$ cat config.mk
export PLATFORM = sky130hd
export DESIGN_NAME = ulpi_reg_arbiter
export DESIGN_NICKNAME = d
export VERILOG_FILES = /design/src/rtl/ulpi_reg_arbiter.sv
export SDC_FILE = /design/constraint.sdc
export NUM_CORES = 1
export LEC_CHECK = 0
export ABC_AREA = 1
export BUFFER_PORTS_ARGS = -buffer_cell sky130_fd_sc_hd__buf_2
export CAP_MARGIN = 40
export CORE_MARGIN = 1.5
export CORE_UTILIZATION = 50
export CTS_CLUSTER_SIZE = 14
export DETAILED_ROUTE_END_ITERATION = 8
export GPL_TIMING_DRIVEN = 1
export PLACE_DENSITY = 0.86
export SYNTH_ARGS = -nofsm -noshare
export SYNTH_HDL_FRONTEND = slang
export SYNTH_SLANG_ARGS = --single-unit
export TNS_END_PERCENT = 10
$ cat constraint.sdc
create_clock -name CLK_60M -period 2 [get_ports CLK_60M]
set_input_delay 0.2 -clock CLK_60M [delete_from_list [all_inputs] [get_ports CLK_60M]]
set_output_delay 0.2 -clock CLK_60M [all_outputs]
set_load 0.1 [all_outputs]
$ cat src/rtl/ulpi_reg_arbiter.sv
// ulpi_reg_arbiter: shares the single ULPI register-access port among
// NUM_REQ requesters with round-robin arbitration. One transaction is in
// flight at a time. PHY FAIL strobes and timeouts are retried up to
// MAX_RETRY times. Each transaction ends with a one-cycle done or error
// pulse on the owning requester's bit.
module ulpi_reg_arbiter #(
    parameter int NUM_REQ   = 4,
    parameter int MAX_RETRY = 3,
    parameter int TO_CYCLES = 200
) (
    input  logic                   CLK_60M,
    input  logic                   RST_A_USB,
    input  logic [NUM_REQ-1:0]     REQ_EN,
    input  logic [NUM_REQ-1:0]     REQ_RW,
    input  logic [6*NUM_REQ-1:0]   REQ_ADDR,
    input  logic [8*NUM_REQ-1:0]   REQ_DATA_I,
    output logic [7:0]             REQ_DATA_O,
    output logic [NUM_REQ-1:0]     REQ_DONE,
    output logic [NUM_REQ-1:0]     REQ_ERR,
    output logic [NUM_REQ-1:0]     GRANT,
    output logic                   BUSY,
    input  logic                   READY,
    output logic                   REG_EN,
    output logic                   REG_RW,
    output logic [5:0]             REG_ADDR,
    output logic [7:0]             REG_DATA_I,
    input  logic [7:0]             REG_DATA_O,
    input  logic                   REG_DONE,
    input  logic                   REG_FAIL
);

    localparam int IDX_W = (NUM_REQ > 1) ? $clog2(NUM_REQ) : 1;

    localparam logic [1:0] ST_IDLE  = 2'd0;
    localparam logic [1:0] ST_ISSUE = 2'd1;
    localparam logic [1:0] ST_WAIT  = 2'd2;
    localparam logic [1:0] ST_RESP  = 2'd3;

    localparam logic [7:0]       TO_LAST    = 8'(TO_CYCLES - 1);
    localparam logic [7:0]       RETRY_MAX  = 8'(MAX_RETRY);
    localparam logic [IDX_W-1:0] LAST_RESET = IDX_W'(NUM_REQ - 1);

    logic [1:0]         state_q,     state_d;
    logic [IDX_W-1:0]   lastGrant_q, lastGrant_d;
    logic [7:0]         retryCnt_q,  retryCnt_d;
    logic [7:0]         timer_q,     timer_d;
    logic [NUM_REQ-1:0] grant_q,     grant_d;
    logic [NUM_REQ-1:0] reqDone_q,   reqDone_d;
    logic [NUM_REQ-1:0] reqErr_q,    reqErr_d;
    logic [7:0]         reqDataO_q,  reqDataO_d;
    logic               busy_q,      busy_d;
    logic               regEn_q,     regEn_d;
    logic               regRw_q,     regRw_d;
    logic [5:0]         regAddr_q,   regAddr_d;
    logic [7:0]         regDataI_q,  regDataI_d;

    logic               pickValid;
    logic [IDX_W-1:0]   pickIdx;
    logic [IDX_W-1:0]   candIdx;
    logic [NUM_REQ-1:0] pickOneHot;
    logic               pickRw;
    logic [5:0]         pickAddr;
    logic [7:0]         pickData;

    // Round-robin search: the first active request after the last owner,
    // wrapping around. The loop runs from the farthest offset down so that
    // the nearest offset overwrites and wins.
    always_comb begin
        pickValid = 1'b0;
        pickIdx   = '0;
        candIdx   = '0;
        for (int i = NUM_REQ; i >= 1; i--) begin
            candIdx = IDX_W'((int'(lastGrant_q) + i) % NUM_REQ);
            if (REQ_EN[candIdx]) begin
                pickValid = 1'b1;
                pickIdx   = candIdx;
            end
        end
    end

    // Select the chosen requester's transaction fields and its one-hot grant.
    always_comb begin
        pickOneHot = '0;
        pickRw     = 1'b0;
        pickAddr   = '0;
        pickData   = '0;
        for (int i = 0; i < NUM_REQ; i++) begin
            if (pickIdx == IDX_W'(i)) begin
                pickOneHot[i] = 1'b1;
                pickRw        = REQ_RW[i];
                pickAddr      = REQ_ADDR[6*i +: 6];
                pickData      = REQ_DATA_I[8*i +: 8];
            end
        end
    end

    // Transaction FSM. Every output is computed one cycle ahead here, so it
    // comes straight from a flop. REG_EN and the response pulses default
    // low and are raised only on the transition into ISSUE or RESP.
    always_comb begin
        state_d     = state_q;
        lastGrant_d = lastGrant_q;
        retryCnt_d  = retryCnt_q;
        timer_d     = timer_q;
        grant_d     = grant_q;
        reqDone_d   = '0;
        reqErr_d    = '0;
        reqDataO_d  = reqDataO_q;
        busy_d      = busy_q;
        regEn_d     = 1'b0;
        regRw_d     = regRw_q;
        regAddr_d   = regAddr_q;
        regDataI_d  = regDataI_q;
        case (state_q)
            ST_IDLE: begin
                if (READY && pickValid) begin
                    regRw_d     = pickRw;
                    regAddr_d   = pickAddr;
                    regDataI_d  = pickData;
                    grant_d     = pickOneHot;
                    lastGrant_d = pickIdx;
                    retryCnt_d  = '0;
                    regEn_d     = 1'b1;
                    busy_d      = 1'b1;
                    state_d     = ST_ISSUE;
                end
            end
            ST_ISSUE: begin
                timer_d = '0;
                state_d = ST_WAIT;
            end
            ST_WAIT: begin
                if (REG_DONE) begin
                    reqDataO_d = REG_DATA_O;
                    reqDone_d  = grant_q;
                    state_d    = ST_RESP;
                end else if (!READY) begin
                    reqErr_d = grant_q;
                    state_d  = ST_RESP;
                end else if (REG_FAIL || (timer_q == TO_LAST)) begin
                    if (retryCnt_q < RETRY_MAX) begin
                        retryCnt_d = retryCnt_q + 8'd1;
                        regEn_d    = 1'b1;
                        state_d    = ST_ISSUE;
                    end else begin
                        reqErr_d = grant_q;
                        state_d  = ST_RESP;
                    end
                end else begin
                    timer_d = timer_q + 8'd1;
                end
            end
            ST_RESP: begin
                grant_d = '0;
                busy_d  = 1'b0;
                state_d = ST_IDLE;
            end
            default: begin
                grant_d = '0;
                busy_d  = 1'b0;
                state_d = ST_IDLE;
            end
        endcase
    end

    // State and output registers; reset abandons any in-flight transaction silently.
    always_ff @(posedge CLK_60M or posedge RST_A_USB) begin
        if (RST_A_USB) begin
            state_q     <= ST_IDLE;
            lastGrant_q <= LAST_RESET;
            retryCnt_q  <= '0;
            timer_q     <= '0;
            grant_q     <= '0;
            reqDone_q   <= '0;
            reqErr_q    <= '0;
            reqDataO_q  <= '0;
            busy_q      <= 1'b0;
            regEn_q     <= 1'b0;
            regRw_q     <= 1'b0;
            regAddr_q   <= '0;
            regDataI_q  <= '0;
        end else begin
            state_q     <= state_d;
            lastGrant_q <= lastGrant_d;
            retryCnt_q  <= retryCnt_d;
            timer_q     <= timer_d;
            grant_q     <= grant_d;
            reqDone_q   <= reqDone_d;
            reqErr_q    <= reqErr_d;
            reqDataO_q  <= reqDataO_d;
            busy_q      <= busy_d;
            regEn_q     <= regEn_d;
            regRw_q     <= regRw_d;
            regAddr_q   <= regAddr_d;
            regDataI_q  <= regDataI_d;
        end
    end

    assign REQ_DATA_O = reqDataO_q;
    assign REQ_DONE   = reqDone_q;
    assign REQ_ERR    = reqErr_q;
    assign GRANT      = grant_q;
    assign BUSY       = busy_q;
    assign REG_EN     = regEn_q;
    assign REG_RW     = regRw_q;
    assign REG_ADDR   = regAddr_q;
    assign REG_DATA_I = regDataI_q;

endmodule

== Word-level counts from Yosys, hierarchy flattened ==
Cells that the tools add are included.

* $add $sub $neg: 6
* Order comparisons: 5
* Equality and inequality tests: 14
* Mux-type cells: 65
* Reductions and logical operators: 13

{| class="wikitable"
|+ Operator list
! operator !! count
|-
| two-way mux 8 bit || 12
|-
| two-way mux 4 bit || 8
|-
| case mux 8 bit (2 select lines) || 2
|-
| two-way mux 6 bit || 4
|-
| two-way mux 1 bit || 22
|-
| two-way mux 2 bit || 9
|-
| adder 8 x 1 -> 8 bit, second input constant || 2
|-
| less-than comparator 2 x 3 -> 1 bit, second input constant || 4
|-
| != test 2 bit, second input constant || 6
|-
| binary-select mux 1 bit (select 2 bit) || 4
|-
| == test 2 bit, second input constant || 4
|-
| == test 8 bit, second input constant || 1
|-
| less-than comparator 8 x 2 -> 1 bit, second input constant || 1
|-
| case mux 2 bit (4 select lines) || 1
|-
| case mux 4 bit (2 select lines) || 1
|-
| AND reduction 2 bit || 4
|-
| AND reduction 6 bit || 1
|-
| nonzero test 2 bit || 3
|-
| adder 2 x 1 -> 2 bit, second input constant || 2
|-
| adder 2 bit, second input constant || 2
|-
| == test 2 x 1 -> 1 bit, second input constant || 2
|-
| logical NOT 2 bit || 2
|-
| != test 4 bit, second input constant || 1
|-
| case mux 1 bit (2 select lines) || 2
|-
| other kinds (3) || 3
|}

* Bits in registers: 57
* Input port bits: 77
* Word-level logic and storage cells: 116

== Logic depth before layout (Yosys ltp) ==
Gate-level depths: netlist (run 1).

* Depth after elaboration: 12
* Mapped depth: 16
* Depth with buffers taken out: 14

== Worst setup path before layout (run 1) ==
No wires, ideal clock.

* Path type: register to register
* Start: reg lastGrant_q[0]
* End: reg regAddr_q[4] (netlist: REG_ADDR[4])
* Arrival time: 1.660 ns
* Required time: 1.880 ns
* Slack: 0.221 ns
* Stages on the path, launching flop included: 16
* Path buffers: 2
* Cells stage by stage: dfstp_2 buf_6 inv_4 nand2_1 nand3_1 nand2_1 inv_2 nand2_2 nand2_1 nand2_2 nand3_4 buf_6 o21ai_1 inv_1 nand2_1 nand2_1

* Longest elaborated chain between the ends: 12

{| class="wikitable"
|+ RTL lines
! element !! line !! text
|-
| start: declaration || 44 || <nowiki>logic [IDX_W-1:0] lastGrant_q, lastGrant_d;</nowiki>
|-
| start signal: assignment || 184 || <nowiki>lastGrant_q <= lastGrant_d;</nowiki>
|-
| adder 2 x 1 -> 2 bit || 73 || <nowiki>candIdx = IDX_W'((int'(lastGrant_q) + i) % NUM_REQ);</nowiki>
|-
| binary-select mux 1 bit (select 2 bit) || 74 || <nowiki>if (REQ_EN[candIdx]) begin</nowiki>
|-
| two-way mux 1 bit (not written as such) || 74 ||
|-
| two-way mux 2 bit (4 in a row) || 74 ||
|-
| logical NOT 2 bit || 88 || <nowiki>if (pickIdx == IDX_W'(i)) begin</nowiki>
|-
| two-way mux 6 bit (4 in a row) || 88 ||
|-
| end signal: assignment || 194 || <nowiki>regAddr_q <= regAddr_d;</nowiki>
|-
| end: declaration || 54 || <nowiki>logic [5:0] regAddr_q, regAddr_d;</nowiki>
|}

Several ways; a longest one is shown, not always the timed one. The select of a mux whose other input is x is not followed.
A chain may end at the register's enable or synchronous reset.

== Worst setup path in the final report (run 1) ==
* Start: reg lastGrant_q[0]
* End: reg regAddr_q[2] (netlist: REG_ADDR[2])

Same word-level chain as after synthesis.

==> results of run 1 <==
## per-stage QoR
stage          area, um2  std cells  utilization  setup slack, ns
2_1_floorplan       3154        422            -           0.2206
3_3_place_gp        3779        603       0.6307          0.03651
5_1_grt             4232        634       0.7063         -0.07114
4_1_cts             4040        624       0.6744         -0.01304
3_5_place_dp        3779        603       0.6307         -0.07141
6_report            4232        634       0.7063          0.03625
## cells in the final DEF (no fill, tap or decap), types with 4 or more instances in the layout
| master | synthesis | layout |
|---|---|---|
| a21oi_1 | 4 | 4 |
| buf_2 | 5 | 113 |
| buf_4 | 4 | 13 |
| buf_6 | 4 | 4 |
| clkbuf_8 | 0 | 10 |
| dfrtp_1 | 55 | 55 |
| inv_1 | 59 | 58 |
| inv_2 | 5 | 5 |
| mux2_2 | 8 | 8 |
| nand2_1 | 130 | 117 |
| nand2_2 | 5 | 12 |
| nand2_4 | 0 | 7 |
| nand3_1 | 60 | 56 |
| nand3_2 | 1 | 5 |
| nor2_1 | 21 | 19 |
| nor3_1 | 10 | 10 |
| o21ai_0 | 11 | 9 |
| o21ai_1 | 14 | 16 |
## timing repair
item,in CTS,in global routing
hold buffers,1,0
pin swaps,0,15
buffers inserted,3,7
cloned,1,3
gates resized for setup,7,32
endpoints found under the setup margin,16,28
endpoints found under the hold margin,21,0
## cells by family (layout without fill, tap and decap cells)
kind of cell / after synthesis / in the layout / share of synthesized area
buf+inv: 80 / 213 / 0.1123
compound gates: 35 / 35 / 0.05950
fa+ha+maj: 2 / 2 / 0.007932
simple gates: 237 / 241 / 0.3304
xor+xnor: 3 / 3 / 0.008332
mux: 8 / 8 / 0.02856
flops: 57 / 57 / 0.4530
## worst max-delay path, delay by kind of cell, from the launching register on
kind	cells	cell delay, ns
AO/OA/AOI/OAI	1	0.11
AND/OR/NAND/NOR	10	0.99
flip-flops	1	0.60
buffers and inverters	1	0.14
## registers in the layout, indices dropped and copies added (netlist names)
signal / flops
state_q: 2
retryCnt_q: 8
timer_q: 8
REG_RW: 1
REQ_DONE: 4
REQ_ERR: 4
REQ_DATA_O: 8
REG_ADDR: 6
BUSY: 1
lastGrant_q: 2
REG_EN: 1
REG_DATA_I: 8
GRANT: 4
## cells in the mapped netlist (2+ instances only)
cell type	n
a21oi_1	4
buf_2	5
buf_4	4
buf_6	4
clkbuf_1	2
dfrtp_1	55
dfstp_2	2
ha_1	2
inv_1	59
inv_2	5
mux2_2	8
nand2_1	130
nand2_2	5
nand3_1	60
nand3b_1	3
nand4_1	3
nor2_1	21
nor3_1	10
o21ai_0	11
o21ai_1	14
o22ai_1	3
xor2_1	3
## final timing paths
kind / startpoint / slack [ns] / cells after the start / end
max: lastGrant_q[0] / 0.04 / 12 / REG_ADDR[2]
min: REG_DATA_O[6] / 0.08 / 2 / REQ_DATA_O[6]
max reg2reg: lastGrant_q[0] / 0.04 / 12 / REG_ADDR[2]
min reg2reg: REG_ADDR[5] / 0.48 / 2 / REG_ADDR[5]
max in group asynchronous: RST_A_USB / 0.96 / 4 / lastGrant_q[0]
min in group asynchronous: RST_A_USB / 0.42 / 3 / REQ_DATA_O[3]
## routing by layer
layer | wire length [um] | track usage | up-vias
met5 | 0 | 0 | -
met4 | 204 | 0.1339 | 0
met3 | 552 | 0.04176 | 17
met2 | 4437 | 0.4309 | 150
met1 | 3552 | 0.3146 | 1539
li1 | - | - | 1605
## cell type report
class | count | area share
multi-input cells | 289 | 0.3604
well taps | 75 | 0.02218
flip-flops and latches | 57 | 0.3377
clock buffers | 11 | 0.03341
inverters | 65 | 0.05884
clock inverters | 5 | 0.01301
repair buffers | 132 | 0.1745
==> qor.yml, run 1 <==
syn_nets: 501
cp_common_cell: "nand2_1"
die-area_um2: 6794
grt_pass1_wl_um: 12940
synth_cell_type_count: 31
die_y_um: 82.43
area_growth_pct: 34.15
start_util: 0.5265
clock-sinks: 57
timing.hold.ws_ns: 0.08259
syn_inst: 422
synth_top_area_frac: 0.4363
yosys-top-cells-area: "dfrtp_1 (44%), nand2_1 (15%), nand3_1 (9.5%), inv_1 (7.0%), mux2_2 (2.9%)"
n_fill_cell: 469
drc: 0
status: "finished, final reports clean"
critPathLaunchType: "register"
drt_iter0_drc: 166
worst-setup-path-type: "reg2reg"
grt_usage: 0.2564
crit_chain: "nand2_1 -> o21ai_2 -> nand2_1 -> nand2_1 -> nand3_1 -> nand2_4 -> buf_6 -> nand2_2 -> nor2_2 -> nor2_1 -> nand2_1 -> nand2_1"
grt.overflow.total: 0
coreArea_um2: 5991
cts_buffer_depth: 2
antenna_found_initial: 0
finalSetupTns_ns: 0
critPathRequiredTime_ns: 2.23
cp_slowest_stage_delay_ns: 0.60
die_w_um: 82.43
worst_pin_slew_ns: 0.4968
fmax_mhz: 509.2
hpwl_um: 5916
regArea_um2: 1429
fin_crit_sh: 0.9819
hold_viol: 0
async_reset_ff_frac: 1.000
vias_per_cell: 5.222
slew_headroom: 0.6711
drt.antenna.violating_nets: 0
wl_per_cell_um: 13.80
slowest_stage: "dfstp_2"
fin_worst_skew_ns: 0.008122
portBuffers: 113
syn_area_um2: 3154
cts_made_buffers: 9
cp.arrival_ns: 2.20
synth_flop_cell: "dfrtp_1"
drive_above_1_share: 0.3488
syn_avg_cell_area_um2: 7.475
synth-edff-count: 0
grt_max_degree: 37
rows: 28
final.min_clock_period_ns: 1.964
seq_area_frac_synth: 0.4530
cap_violations: 0
nets: 633
cts_tree: "yes"
cts_max_level: 3
end_kind: "register"
vias: 3311
cts_root_buffer: "clkbuf_8"
yosys_warnings: 0
synth.largest_area_cell: "dfrtp_1"
holdCritPathClass: "in2reg"
grt_setup_unrepaired: "true"
io_pins: 114
multi_input_area_um2: 1525
clock_latency_ns: 0.35
setup_violations: 0
diodes: 0
clk_pin_slew_worst_paths_ns: 0.07
wirelength_um: 8747
drv_slew: 0
place_congestion: 0.8136
drtPass1Iterations: 4
first_global_vias: 2855
ys_ff_latch: 57
crit_path_max_fanout: 7
Power of run 1 is left out: the tool's default activity adds up to more than one toggle a clock period on the data nets, which glitch-free logic cannot reach.
==> inputs of run 2 (changes only) <==
- CORE_UTILIZATION: 50 -> 54
- PLACE_DENSITY: 0.86 -> 0.92
- clock period: 2 -> 2.3 ns (I/O delays scaled with it)
==> qor.yml, run 2 (same netlist as run 1, synthesis figures left out) <==
status: "finished, final reports clean"  # unchanged
rr_worst_depth: 13  # was 12
fin_crit_sh: 0.9005  # was 0.9819
post_cts_buffers: 0  # was 3
cap_violations: 0  # unchanged
antenna_found_initial: 0  # unchanged
vias: 3174  # was 3,311
die_w_um: 79.43  # was 82.43 um
cts_tree: "yes"  # unchanged
cts_made_buffers: 9  # unchanged
fmax_mhz: 482.8  # was 509.2 MHz
portBuffers: 113  # unchanged
wl_per_cell_um: 12.47  # was 13.80 um
fin_worst_skew_ns: 0.005477  # was 0.008122 ns
drv_slew: 0  # unchanged
nets: 617  # was 633
setup_violations: 0  # unchanged
diodes: 0  # unchanged
layout_commonest_cell: "nand2_1"  # unchanged
hpwl_um: 5742  # was 5916 um
die-area_um2: 6309  # was 6794 um2
clock_latency_ns: 0.34  # was 0.35 ns
drc: 0  # unchanged
drt.antenna.violating_nets: 0  # unchanged
timing.hold.ws_ns: 0.1198  # was 0.08259 ns
area_growth_pct: 25.90  # was 34.15%
cts_buffer_depth: 2  # unchanged
most-common-layout-cells: "nand2_1 (130), buf_2 (113), nand3_1 (60)"  # was nand2_1 (117), buf_2 (113), inv_1 (58)
place_congestion: 0.8335  # was 0.8136
final.min_clock_period_ns: 2.071  # was 1.964 ns
r2r-end: "REG_DATA_I[5]"  # was REG_ADDR[2]
worst_pin_slew_ns: 0.6192  # was 0.4968 ns
grt_usage: 0.2645  # was 0.2564
grt_setup_unrepaired: "false"  # was true
cp.arrival_ns: 2.30  # was 2.20 ns
coreArea_um2: 5574  # was 5991 um2
regToRegStartpoint: "lastGrant_q[0]"  # unchanged
end_kind: "register"  # unchanged
io_pins: 114  # unchanged
first_global_vias: 2957  # was 2,855
cts_max_level: 3  # unchanged
worst_slack_ns: 0.2288  # was 0.03625 ns
crit_path_start: "lastGrant_q[0]"  # unchanged
grt_pass1_wl_um: 12760  # was 12,940 um
rows: 27  # was 28
endpoint: "REG_DATA_I[5]"  # was REG_ADDR[2]
reg2reg_slack_ns: 0.23  # was 0.04 ns
crit_path_max_fanout: 28  # was 7
start_util: 0.5659  # was 0.5265
holdCritPathClass: "in2reg"  # unchanged
clock-sinks: 57  # unchanged
critPathLaunchType: "register"  # unchanged
finalSetupTns_ns: 0  # unchanged
vias_per_cell: 5.161  # was 5.222
slew_headroom: 0.5866  # was 0.6711
hold_viol: 0  # unchanged
cts_root_buffer: "clkbuf_8"  # unchanged
worst-setup-path-type: "reg2reg"  # unchanged
drt_iter0_drc: 180  # was 166
die_y_um: 79.43  # was 82.43 um
grt.overflow.total: 0  # unchanged
critPathRequiredTime_ns: 2.53  # was 2.23 ns
drive_above_1_share: 0.2947  # was 0.3488
wirelength_um: 7666  # was 8747 um
grt_max_degree: 30  # was 37
place_ws_ns: 0.2201  # was -0.07141 ns
clk_pin_slew_worst_paths_ns: 0.06  # was 0.07 ns
drtPass1Iterations: 4  # unchanged
[run 2: worst max-delay path, stage by stage, from the launching register on]
cell and delay (ns):
dfstp_2 0.65, inv_4 0.08, nand2_1 0.07, nand2_1 0.07, nand2_1 0.09, nand2_1 0.07
nand2_2 0.09, nand2_1 0.08, nand2_2 0.11, nand3_4 0.25, o21ai_1 0.21, inv_1 0.06
nand2_1 0.07, nand2_1 0.05
[run 2: cell type report]
cell class	count	area, um2
clock inverter	5	55.05
fill	448	1603
multi-input combinational	285	1376
sequential	57	1429
inverter	65	246.5
tap	72	90.09
timing repair buffer	120	633.1
clock buffer	11	141.4
[run 2: per-stage QoR]
step	area [um2]	utilization	cells
after detailed placement	3760	0.6745	598
after global routing	3971	0.7125	615
after global placement	3760	0.6745	598
final	3971	0.7125	615
after floorplan	3154	-	422
after CTS	3966	0.7116	615
[run 2: routing by layer]
layer  GRT usage  routed length, um  share of wire
met4      0.1228                195          0.025
met5           0                  0              0
met1      0.3211               3195           0.42
met3     0.06857                511          0.067
met2      0.4390               3764           0.49
[run 2: worst min path at each step]
stage	startpoint	slack (ns)	depth (start not counted)	endpoint
6_report	REG_DATA_O[4]	0.12	2	REQ_DATA_O[4]
5_1_grt	REG_DATA_O[4]	0.12	2	REQ_DATA_O[4]
4_1_cts	REG_DATA_O[4]	0.11	2	REQ_DATA_O[4]
3_5_place_dp	RST_A_USB	0.35	2	timer_q[7]
3_3_place_gp	RST_A_USB	0.35	2	timer_q[7]
2_1_floorplan	REG_DATA_O[6]	0.38	1	REQ_DATA_O[6]
[run 2: what timing repair did]
item                                    in CTS  in global routing
hold buffers                                 1                  0
resized for setup                            0                  1
hold endpoints to repair                    28                  0
endpoints found under the setup margin       0                  1
Power of run 2 is left out for the same reason.
==> inputs of run 3 (changes only) <==
- CORE_UTILIZATION: 54 -> 40
- PLACE_DENSITY: 0.92 -> 0.73
- TNS_END_PERCENT: 10 -> not set
- clock period: 2.3 -> 2.2 ns (I/O delays scaled with it)
==> qor.yml, run 3 (same netlist as run 1, synthesis figures left out) <==
status: "finished, final reports clean"  # unchanged
clock_latency_ns: 0.34  # about the same
grt_max_degree: 31  # was 30
setup_violations: 0  # unchanged
worst_slack_ns: 0.1316  # was 0.2288 ns
min_to: "REQ_DATA_O[4]"  # unchanged
end_kind: "register"  # unchanged
cap_violations: 0  # unchanged
first_global_vias: 2919  # was 2,957
die-area_um2: 8427  # was 6309 um2
die_y_um: 91.80  # was 79.43 um
coreArea_um2: 7687  # was 5574 um2
place_congestion: 0.9146  # was 0.8335
rr_worst_depth: 14  # was 13
critPathLaunchType: "register"  # unchanged
fin_worst_skew_ns: 0.01002  # was 0.005477 ns
nets: 624  # was 617
die_w_um: 91.80  # was 79.43 um
slew_headroom: 0.6145  # was 0.5866
regToRegStartpoint: "lastGrant_q[0]"  # unchanged
stdcell_area_um2: 4140  # was 3971 um2
post-route-util: 0.5386  # was 0.7125
critPathRequiredTime_ns: 2.44  # was 2.53 ns
drc: 0  # unchanged
area_growth_pct: 31.26  # was 25.90%
clk_pin_slew_worst_paths_ns: 0.07  # was 0.06 ns
drtPass1Iterations: 4  # unchanged
cts_max_level: 3  # unchanged
grt_pass1_wl_um: 13240  # was 12,760 um
grt_setup_unrepaired: "false"  # unchanged
crit_path_max_fanout: 8  # was 28
cts_buffer_depth: 2  # unchanged
finalSetupTns_ns: 0  # unchanged
rows: 32  # was 27
vias: 3178  # was 3,174
reg2reg_slack_ns: 0.13  # was 0.23 ns
worst-setup-path-type: "reg2reg"  # unchanged
hpwl_um: 5958  # was 5742 um
drt_iter0_drc: 85  # was 180
clock-sinks: 57  # unchanged
groute.layer.met2.usage: 0.3458  # was 0.4390
hp-start: "REG_DATA_O[4]"  # unchanged
worst_pin_slew_ns: 0.5774  # was 0.6192 ns
grt.overflow.total: 0  # unchanged
drt.antenna.violating_nets: 0  # unchanged
use_met3: 0.04975  # was 0.06857
most-common-layout-cells: "nand2_1 (130), buf_2 (113), nand3_1 (60)"  # unchanged
vias_per_cell: 4.874  # was 5.161
holdCritPathClass: "in2reg"  # unchanged
layout_commonest_cell: "nand2_1"  # unchanged
antenna_found_initial: 0  # unchanged
grt_usage: 0.1987  # was 0.2645
place_ws_ns: 0.09657  # was 0.2201 ns
drive_above_1_share: 0.3055  # was 0.2947
wl_per_cell_um: 12.28  # was 12.47 um
fmax_mhz: 483.5  # was 482.8 MHz
cts_root_buffer: "clkbuf_8"  # unchanged
min_path_cells: 2  # unchanged
regArea_um2: 1429  # unchanged
io_pins: 114  # unchanged
wirelength_um: 8008  # was 7666 um
final.min_clock_period_ns: 2.068  # was 2.071 ns
fin_crit_sh: 0.9402  # was 0.9005
n_fill_cell: 757  # was 448
met1_usage: 0.2399  # was 0.3211
diodes: 0  # unchanged
dpl_cell_area_um2: 3797  # was 3760 um2
multi_input_area_um2: 1435  # was 1376 um2
hold_viol: 0  # unchanged
start_util: 0.4103  # was 0.5659
drv_slew: 0  # unchanged
cp.arrival_ns: 2.31  # was 2.30 ns
grt-busiest-layer: "met2"  # unchanged
cts_made_buffers: 9  # unchanged
cts_tree: "yes"  # unchanged
portBuffers: 113  # unchanged
r2r-end: "REG_DATA_I[2]"  # was REG_DATA_I[5]
[run 3: per-layer routing]
metal | up-vias | part of all wire
li1 | 1586 | -
met1 | 1463 | 0.43
met2 | 117 | 0.48
met3 | 12 | 0.071
met4 | 0 | 0.015
met5 | - | 0
[run 3: critical path, stage by stage, from the launching register on]
cell     delay, ns
dfstp_2       0.56
buf_12        0.11
inv_4         0.05
nand2_1       0.05
nand2_1       0.07
nand2_1       0.15
nand2_1       0.08
inv_2         0.09
nand2_1       0.11
nand2_4       0.16
nand3_2       0.20
o21ai_1       0.19
inv_1         0.06
nand2_1       0.06
nand2_1       0.04
[run 3: stage by stage]
stage / instances / hold slack [ns]
4_1_cts: 645 / 0.09496
3_5_place_dp: 628 / 0.3154
3_3_place_gp: 628 / 0.3185
2_1_floorplan: 422 / 0.3705
5_1_grt: 652 / 0.09149
6_report: 652 / 0.1077
[run 3: timing repair]
item	4_1_cts	5_1_grt
endpoints found under the setup margin	0	15
hold endpoints to repair	27	0
hold buffers	1	0
resized for setup	0	11
buffers inserted	0	5
[run 3: how the worst max path moves through the flow]
stage | cells past startpoint | slack [ns] | from | to
after floorplan | 15 | 0.42 | lastGrant_q[0] | REG_ADDR[4]
after global placement | 13 | 0.17 | lastGrant_q[0] | REG_ADDR[2]
after detailed placement | 11 | 0.1 | lastGrant_q[0] | REG_DATA_I[6]
after CTS | 11 | 0.09 | lastGrant_q[0] | REG_DATA_I[6]
after global routing | 14 | 0.02 | lastGrant_q[0] | REG_DATA_I[6]
final | 14 | 0.13 | lastGrant_q[0] | REG_DATA_I[2]
[run 3: layout make-up]
cell class | instances | share of cell area
clock buffers | 10 | 0.03324
clock inverters | 6 | 0.01602
inverters | 65 | 0.06014
flip-flops and latches | 57 | 0.3451
multi-input cells | 287 | 0.3466
repair buffers | 125 | 0.1680
well taps | 102 | 0.03082
Power of run 3 is left out for the same reason.
